## src/rtl/pwm_pkg.sv

```systemverilog
// Shared definitions for the PWM ramp sequencer blocks.
//   state_t : controller state encoding
package pwm_pkg;

    typedef enum logic [1:0] {
        ST_IDLE = 2'd0,
        ST_RAMP = 2'd1,
        ST_DONE = 2'd2
    } state_t;

endpackage

```

## src/rtl/pwm_tick_gen.sv

```systemverilog
// Interval tick generator: an up-counter that pulses tick on the clock in
// which it equals interval, then wraps to zero. Shared by PWM sequencers.
//   clk, rst  : clock, synchronous active-high reset
//   clear     : restart the interval from zero (wins over en)
//   en        : count this clock
//   interval  : clocks between ticks, minus 1
//   tick      : combinational, high when an enabled count hits interval
module pwm_tick_gen
    import pwm_pkg::*;
#(
    parameter int DIV_WIDTH = 16
) (
    input  logic                 clk,
    input  logic                 rst,
    input  logic                 clear,
    input  logic                 en,
    input  logic [DIV_WIDTH-1:0] interval,
    output logic                 tick
);

    logic [DIV_WIDTH-1:0] count;

    assign tick = en && (count == interval);

    always_ff @(posedge clk) begin
        if (rst) begin
            count <= '0;
        end else if (clear) begin
            count <= '0;
        end else if (en) begin
            count <= (count == interval) ? '0 : count + 1'b1;
        end
    end

endmodule

```

## src/rtl/pwm_ramp_controller.sv

```systemverilog
// Duty ramp controller: accepts ramp commands and slews a registered duty
// toward the target by a fixed step once per interval, clamping at target.
//   clk, rst      : clock, synchronous active-high reset
//   enable        : 0 pauses the ramp and blocks new commands
//   cmd_*         : valid/ready command (target, step, interval)
//   abort         : abandon the ramp, duty frozen
//   duty          : duty to the PWM generator
//   busy          : ramp in progress
//   done, aborted : one-cycle completion pulses
//
// state   | meaning
// --------+----------------------------------------------
// IDLE    | waiting for a command, cmd_ready follows enable
// RAMP    | stepping duty on each interval tick
// DONE    | target reached, done pulse, back to IDLE
module pwm_ramp_controller
    import pwm_pkg::*;
#(
    parameter int CNT_WIDTH  = 8,
    parameter int STEP_WIDTH = 8,
    parameter int DIV_WIDTH  = 16
) (
    input  logic                  clk,
    input  logic                  rst,
    input  logic                  enable,
    input  logic                  cmd_valid,
    output logic                  cmd_ready,
    input  logic [CNT_WIDTH-1:0]  cmd_target,
    input  logic [STEP_WIDTH-1:0] cmd_step,
    input  logic [DIV_WIDTH-1:0]  cmd_interval,
    input  logic                  abort,
    output logic [CNT_WIDTH-1:0]  duty,
    output logic                  busy,
    output logic                  done,
    output logic                  aborted
);

    // One guard bit above the wider operand so sums never wrap and a
    // negative difference shows up in the MSB.
    localparam int AW = ((CNT_WIDTH > STEP_WIDTH) ? CNT_WIDTH : STEP_WIDTH) + 1;

    state_t                state, state_nxt;
    logic [CNT_WIDTH-1:0]  duty_nxt, duty_stepped;
    logic [CNT_WIDTH-1:0]  target_r;
    logic [STEP_WIDTH-1:0] step_r;
    logic [DIV_WIDTH-1:0]  interval_r;
    logic                  accept, tick, abort_evt;
    logic [AW-1:0]         duty_x, target_x, step_x, sum_x, diff_x;

    assign cmd_ready = !rst && enable && (state == ST_IDLE);
    assign accept    = cmd_valid && cmd_ready;

    pwm_tick_gen #(.DIV_WIDTH(DIV_WIDTH)) u_tick (
        .clk      (clk),
        .rst      (rst),
        .clear    (accept),
        .en       (enable && (state == ST_RAMP)),
        .interval (interval_r),
        .tick     (tick)
    );

    assign duty_x   = AW'(duty);
    assign target_x = AW'(target_r);
    assign step_x   = AW'(step_r);
    assign sum_x    = duty_x + step_x;
    assign diff_x   = duty_x - step_x;

    always_comb begin
        duty_stepped = target_r;
        if (target_x > duty_x) begin
            if (sum_x < target_x) duty_stepped = sum_x[CNT_WIDTH-1:0];
        end else begin
            if (!diff_x[AW-1] && (diff_x > target_x)) duty_stepped = diff_x[CNT_WIDTH-1:0];
        end
    end

    always_comb begin
        state_nxt = state;
        duty_nxt  = duty;
        abort_evt = 1'b0;
        case (state)
            ST_IDLE: begin
                if (accept) state_nxt = (cmd_target == duty) ? ST_DONE : ST_RAMP;
            end
            ST_RAMP: begin
                if (enable) begin
                    // abort takes priority: a coincident tick is dropped
                    if (abort) begin
                        state_nxt = ST_IDLE;
                        abort_evt = 1'b1;
                    end else if (tick) begin
                        duty_nxt = duty_stepped;
                        if (duty_stepped == target_r) state_nxt = ST_DONE;
                    end
                end
            end
            ST_DONE: state_nxt = ST_IDLE;
            default: state_nxt = ST_IDLE;
        endcase
    end

    always_ff @(posedge clk) begin
        if (rst) begin
            state      <= ST_IDLE;
            duty       <= '0;
            busy       <= 1'b0;
            done       <= 1'b0;
            aborted    <= 1'b0;
            target_r   <= '0;
            step_r     <= '0;
            interval_r <= '0;
        end else begin
            state   <= state_nxt;
            duty    <= duty_nxt;
            busy    <= (state_nxt == ST_RAMP);
            done    <= (state_nxt == ST_DONE);
            aborted <= abort_evt;
            if (accept) begin
                target_r   <= cmd_target;
                step_r     <= (cmd_step == '0) ? STEP_WIDTH'(1) : cmd_step;
                interval_r <= cmd_interval;
            end
        end
    end

endmodule

```

## config.mk

```make
export PLATFORM = sky130hd
export DESIGN_NAME = pwm_ramp_controller
export DESIGN_NICKNAME = d
export VERILOG_FILES = /design/src/rtl/pwm_pkg.sv /design/src/rtl/pwm_tick_gen.sv /design/src/rtl/pwm_ramp_controller.sv
export SDC_FILE = /design/constraint.sdc
export NUM_CORES = 1
export LEC_CHECK = 0
export ABC_AREA = 0
export CAP_MARGIN = 40
export CELL_PAD_IN_SITES_DETAIL_PLACEMENT = 1
export CELL_PAD_IN_SITES_GLOBAL_PLACEMENT = 1
export CORE_MARGIN = 1.5
export CORE_UTILIZATION = 39
export CTS_CLUSTER_DIAMETER = 200
export DETAILED_ROUTE_END_ITERATION = 8
export PLACE_DENSITY_LB_ADDON = 0.1
export SLEW_MARGIN = 10
export SYNTH_ARGS = -nofsm -noshare
export SYNTH_HDL_FRONTEND = slang
export SYNTH_HIERARCHICAL = 1
export SYNTH_SLANG_ARGS = --single-unit
export TNS_END_PERCENT = 5
```

## constraint.sdc

```tcl
create_clock -name clk -period 3.65 [get_ports clk]
set_input_delay 0.73 -clock clk [delete_from_list [all_inputs] [get_ports clk]]
set_output_delay 0.73 -clock clk [all_outputs]
set_load 0.05 [all_outputs]
```

# Yosys cells after proc, flatten, opt, wreduce, memory -nomap -nowiden
# Cells that the tools add are included.
[totals] ff_bits=61 input_bits=37 out_inout_bits=12 word_cells=50
[classes] n_addsub=3 magnitude_cmp=3 n_eq_ne=6 n_mux=13 bitwise_logic=3 n_reduce_logical=13
[op_table] op="8-bit 2-to-1 mux" n=4
[op_table] op="16-bit by 1-bit adder with 16-bit output, second input constant" n=1
[op_table] op="16-bit equality test" n=1
[op_table] op="8-bit equality test" n=2
[op_table] op="16-bit 2-to-1 mux" n=1
[op_table] op="2-bit 2-to-1 mux" n=6
[op_table] op="8-bit by 8-bit adder with 9-bit output" n=1
[op_table] op="9-bit by 8-bit greater-than comparator with 1-bit output" n=1
[op_table] op="9-bit by 8-bit < comparator with 1-bit output" n=1
[op_table] op="8-bit by 8-bit subtractor with 9-bit output" n=1
[op_table] op="8-bit greater-than comparator" n=1
[op_table] op="8-bit zero test" n=1
[op_table] op="1-bit logical AND" n=6
[op_table] op="2-bit by 1-bit equality test with 1-bit output, second input constant" n=2
[op_table] op="2-bit case mux with 2 select lines" n=1
[op_table] op="4-bit AND reduction" n=1
[op_table] op="1-bit inverter" n=3
[op_table] op="3-bit OR reduction" n=1
[op_table] op="2-bit equality test, second input constant" n=1
[op_table] op="1-bit zero test" n=2
[op_table] op="2-bit zero test" n=1
[op_table] op="2-bit OR reduction" n=1
[op_table] op="1-bit 2-to-1 mux" n=1

# Longest topological paths before layout
# Gate-level depths: netlist (run 1).
[depth] word_depth=12 depth_mapped=18 depth_no_buf=17

# By module
# Netlist (run 1), hierarchy kept.
[modules_own_cells] module="pwm_ramp_controller" n_inst=1 cells_per_inst=432 area_per_inst_um2=3458.3 seq_area_each_um2=900.9
[modules_own_cells] module="pwm_tick_gen" n_inst=1 cells_per_inst=103 area_per_inst_um2=885.8 seq_area_each_um2=320.3

# Worst setup path after synthesis (run 1)
# OpenSTA, ideal clock, no wires.
[synth_path] kind="input port to flip-flop" startpoint="input rst" endpoint="register u_tick.count[0]" setup_time_ns=0.115 t_arrival_ns=3.906 t_required_ns=3.535 slack_ns=-0.371 path_stages=9 path_buffers=3 cell_sequence="clkbuf_1 nor4b_1 nand2_1 clkinv_1 clkbuf_1 nor2_1 o31ai_4 buf_6 nor2_1"
[synth_via] elab_chain_len=5
[synth_rtl] item="start, declared" line="pwm_ramp_controller.sv:24" rtl="input logic rst,"
[synth_rtl] item="1-bit zero test" line="pwm_ramp_controller.sv:50" rtl="assign cmd_ready = !rst && enable && (state == ST_IDLE);"
[synth_rtl] item="1-bit logical AND (2 in series)" line="pwm_ramp_controller.sv:50"
[synth_rtl] item="via cmd_ready" line="pwm_ramp_controller.sv:27" rtl="output logic cmd_ready,"
[synth_rtl] item="1-bit logical AND" line="pwm_ramp_controller.sv:51" rtl="assign accept = cmd_valid && cmd_ready;"
[synth_rtl] item="via accept" line="pwm_ramp_controller.sv:47" rtl="logic accept, tick, abort_evt;"
[synth_rtl] item="2-bit OR reduction (no source line)"
[synth_rtl] item="end signal, assigned" line="pwm_tick_gen.sv:31" rtl="count <= (count == interval) ? '0 : count + 1'b1;"
[synth_rtl] item="end, declared" line="pwm_tick_gen.sv:21" rtl="logic [DIV_WIDTH-1:0] count;"
# The timed path passes the listed nets, and every way through them passes these cells.
# A chain may end at the register's enable or synchronous reset.

# Worst setup path after layout (run 1)
[layout_path] startpoint="register step_r[1]" endpoint="register state[0]"
[layout_via] elab_chain_len=11 elab_cells_between_ends=15 classes_between="2 x add/sub; 2 x order compare; 1 x eq/ne; 8 x mux; 2 x reduce/logical"
[layout_rtl] item="start, declared" line="pwm_ramp_controller.sv:45" rtl="logic [STEP_WIDTH-1:0] step_r;"
[layout_rtl] item="start signal, assigned" line="pwm_ramp_controller.sv:120" rtl="step_r <= (cmd_step == '0) ? STEP_WIDTH'(1) : cmd_step;"
[layout_rtl] item="8-bit by 8-bit subtractor with 9-bit output" line="pwm_ramp_controller.sv:66" rtl="assign diff_x = duty_x - step_x;"
[layout_rtl] item="9-bit by 8-bit greater-than comparator with 1-bit output or 1-bit zero test (tied branches)" line="pwm_ramp_controller.sv:73" rtl="if (!diff_x[AW-1] && (diff_x > target_x)) duty_stepped = diff_x[CNT_WIDTH-1:0];"
[layout_rtl] item="1-bit logical AND" line="pwm_ramp_controller.sv:73"
[layout_rtl] item="8-bit 2-to-1 mux" line="pwm_ramp_controller.sv:73"
[layout_rtl] item="8-bit 2-to-1 mux (*)" line="pwm_ramp_controller.sv:70" rtl="if (target_x > duty_x) begin"
[layout_rtl] item="8-bit equality test (*)" line="pwm_ramp_controller.sv:93" rtl="if (duty_stepped == target_r) state_nxt = ST_DONE;"
[layout_rtl] item="2-bit 2-to-1 mux (*)" line="pwm_ramp_controller.sv:93"
[layout_rtl] item="2-bit 2-to-1 mux (*)" line="pwm_ramp_controller.sv:91" rtl="end else if (tick) begin"
[layout_rtl] item="2-bit 2-to-1 mux (*)" line="pwm_ramp_controller.sv:88" rtl="if (abort) begin"
[layout_rtl] item="2-bit 2-to-1 mux (*)" line="pwm_ramp_controller.sv:86" rtl="if (enable) begin"
[layout_rtl] item="2-bit case mux with 2 select lines (*)" line="pwm_ramp_controller.sv:81" rtl="case (state)"
[layout_rtl] item="end signal, assigned" line="pwm_ramp_controller.sv:113" rtl="state <= state_nxt;"
[layout_rtl] item="end, declared" line="pwm_ramp_controller.sv:42" rtl="state_t state, state_nxt;"
# Every way passes the cells marked *; elsewhere a longest branch is shown, timed or not.

==> results of run 1 <==
-- per-layer routing --
layer	part of all wire	wire length, um	GRT usage
met1	0.48	6645	0.3342
met2	0.46	6296	0.3796
met3	0.042	581	0.04400
met4	0.018	250	0.07989
met5	0	0	0
-- worst max path at each step --
stage | start | to | slack, ps | cells past startpoint
2_1_floorplan | duty[2] | done | -180 | 16
5_1_grt | step_r[0] | duty[0] | -120 | 18
3_3_place_gp | duty[0] | duty[0] | -7 | 16
6_report | step_r[1] | state[0] | 60 | 16
3_5_place_dp | duty[0] | duty[3] | -170 | 16
4_1_cts | duty[0] | duty[0] | 0.5 | 17
-- repair_timing --
action | in CTS | in global routing
endpoints found under the setup margin | 11 | 12
gates cloned | 0 | 0
hold buffers | 0 | 0
gates resized for setup | 10 | 40
setup buffers | 1 | 7
pin swaps | 1 | 31
-- kinds of logic (layout without fill, tap and decap cells) --
kind of cell,after synthesis,in the layout,synth area share
compound gates,121,121,0.1987
buf+inv,60,141,0.06048
mux,3,3,0.006913
flops,61,61,0.2811
fa+ha+maj,42,42,0.1244
simple gates,186,186,0.1982
xor+xnor,62,62,0.1302
-- sequential cells by signal, indices dropped and copies added (netlist names) --
| register | count |
|---|---|
| duty | 8 |
| busy | 1 |
| aborted | 1 |
| interval_r | 16 |
| state | 2 |
| done | 1 |
| target_r | 8 |
| u_tick/count | 16 |
| step_r | 8 |
-- power groups by stage --
stage | logic, mW | registers [mW] | clock network (mW)
after floorplan | 0.303 | 0.712 | 0
after global placement | 0.447 | 0.712 | 0
after detailed placement | 0.462 | 0.713 | 0
after CTS | 0.478 | 0.698 | 0.710
after global routing | 0.580 | 0.699 | 0.745
final | 0.536 | 0.697 | 0.697
-- final cells by class --
class / count / area [um^2]
multi-input cells: 414 / 3043
inverters: 37 / 138.9
fillers: 1311 / 5236
well taps: 140 / 175.2
clock inverters: 5 / 82.58
repair buffers: 88 / 787.0
flip-flops and latches: 61 / 1236
clock buffers: 11 / 141.4
-- stage by stage --
stage,cells,hold WS (ps)
after floorplan,535,447.8
after global placement,732,461.6
after detailed placement,732,469.4
after CTS,749,480.0
after global routing,756,498.5
final,756,468.1
-- worst max-delay path, delay by kind of cell (launching register included) --
family / cells / cell delay [ps]
compound gates: 8 / 1690
fa+ha+maj: 2 / 540
buf+inv: 4 / 510
flops: 1 / 370
simple gates: 2 / 410
-- cells in the mapped netlist (all sizes together) (3+ instances only) --
cell type / n
ha: 40
nor4: 9
nor2b: 5
buf: 9
nand3: 11
dfxtp: 61
clkbuf: 14
nand2: 83
inv: 36
xnor2: 32
a21oi: 55
a211oi: 4
a21o: 6
nand2b: 5
xor2: 30
or3: 3
o22ai: 6
nand4: 9
o211ai: 6
o21ai: 11
nor3b: 3
nor2: 42
o21a: 3
nor3: 6
o2111ai: 4
mux2i: 3
==> out/summary.txt, run 1 <==
Status - complete, no violations
Core outline area - 10840 um^2
Post-DP HPWL - 10780 um
FF+latch count, synth - 61
Reg2reg end - state[0]
Total Wirelength - 13780 um
FF-to-FF Start - step_r[1]
Slowest-stage cell, CP - dfxtp_2
Dpl ws - -173.6 ps
Setup TNS Final - 0 ps
FMAX - 0.2788 GHz
Initial core utilization - 0.4007
Post-synth top flop - dfxtp_1
Commonest non-fill, non-tap cell in the layout - nand2_1
Final Util - 0.5170
PD cells - 344.5 nW/um^2
Hold path cells - 2
Worst-Skew Late Latency - 350 ps
Syn Nets - 614
GP Congestion - 0.9020
DR WL/cell - 18.22 um
Critical Path Fanout Max - 4
First-pass DRT Iterations - 4
First-pass GRT wire length - 21710 um
Tcrit/Tclk final - 0.9827
Worst-path clk slew - 80 ps
Post-DRT Antenna Nets - 0
Max_cap viols - 0
Clk buf depth - 2
Largest net degree at the start of global routing - 45
Clock power frac - 0.361
Int Pwr - 1.339 mW
Critical path type - flip-flop to flip-flop
Share of layout cells above drive strength 1 - 0.1753
CTS root buf - clkbuf_8
Final setup viols - 0
Top cell type's share of synthesized area - 0.2811
Grt total ovfl - 0
Reg-to-reg setup timing slack - 60 ps
CTS Sinks - 61
Die height - 108.5 um
# DRC - 0
Post-route cell area - 5604 um^2
LEAKAGE - 2.188 nW
CP Data Required Time - 3930 ps
Total Power - 1.930 mW
CP Cell Sequence - inv_1 -> ha_1 -> nand2b_4 -> buf_4 -> a21oi_4 -> a221o_1 -> a22o_1 -> ha_1 -> a2111oi_4 -> buf_4 -> a31oi_4 -> o21bai_4 -> or2_4 -> o2111a_2 -> buf_6 -> a21oi_2
Cell area after synthesis - 4344 um^2
Min-Delay Startpoint - step_r[2]
H-tree levels - 3
Async SR Flop Fraction - 0
Switching Share - 0.3063
Area contributors post-synth - dfxtp_1 28%, ha_1 12%, nand2_1 7.2%, xnor2_1 6.3%, a21oi_1 6.2%
Post-synth top area cell - dfxtp_1
Final Max Slew Viols - 0
CP Data Arrival Time - 3870 ps
Yosys cell types - 69
Combinational fraction of design power - 0.278
Detailed-route via count - 4083
Worst hold path class - flip-flop to flip-flop
Starting DRT DRC Count - 227
Via density - 5.401
Warnings, synthesis - 6
Die area - 11780 um^2
Nets - 690
Max stage delay on crit path - 370 ps
Initial antenna violation count - 0
Min Tclk post-route - 3587 ps
Io pins - 49
Critical Path End Type - flip-flop
Slew margin rel. - 0.5087
DP Area - 5117 um^2
Cells after Synth - 535
Clock skew - 16.65 ps
Vias in the first global route - 4226
TritonCTS Buffers - 9
PortBufs - 48
Post-synthesis sequential area ratio - 0.2811
Startpoint types - flip-flop
RSZ-0062 raised after global routing - true
CTS tree - done
Worst slew pin tran - 732.4 ps
Post-Syn Area per Cell - 8.120 um^2
Final Hold Fails - 0
Row Count - 38
Most frequent cells in the layout - 83 x nand2_1, 53 x dfxtp_1, 50 x a21oi_1
Sw Pwr - 0.5913 mW
WHS Endpoint - step_r[2]
GRT Resource Usage Total - 0.2423
Peak supply drop - 212.7 uV
Reg power frac - 0.361
R2R depth - 16
Syn-to-layout area delta - 29.00%
N_diodes - 0
Die Width - 108.5 um
Post-synth EDFFs - 0
Slack of the critical path - 63.02 ps
Power figures use the tool's default switching activity.
==> run 2: changes to the inputs <==
Settings changed: GPL_ROUTABILITY_DRIVEN set to 1, SLEW_MARGIN 10 to 20.
==> results of run 2 <==
Final layout, timing and power as in run 1 (identical DEF).
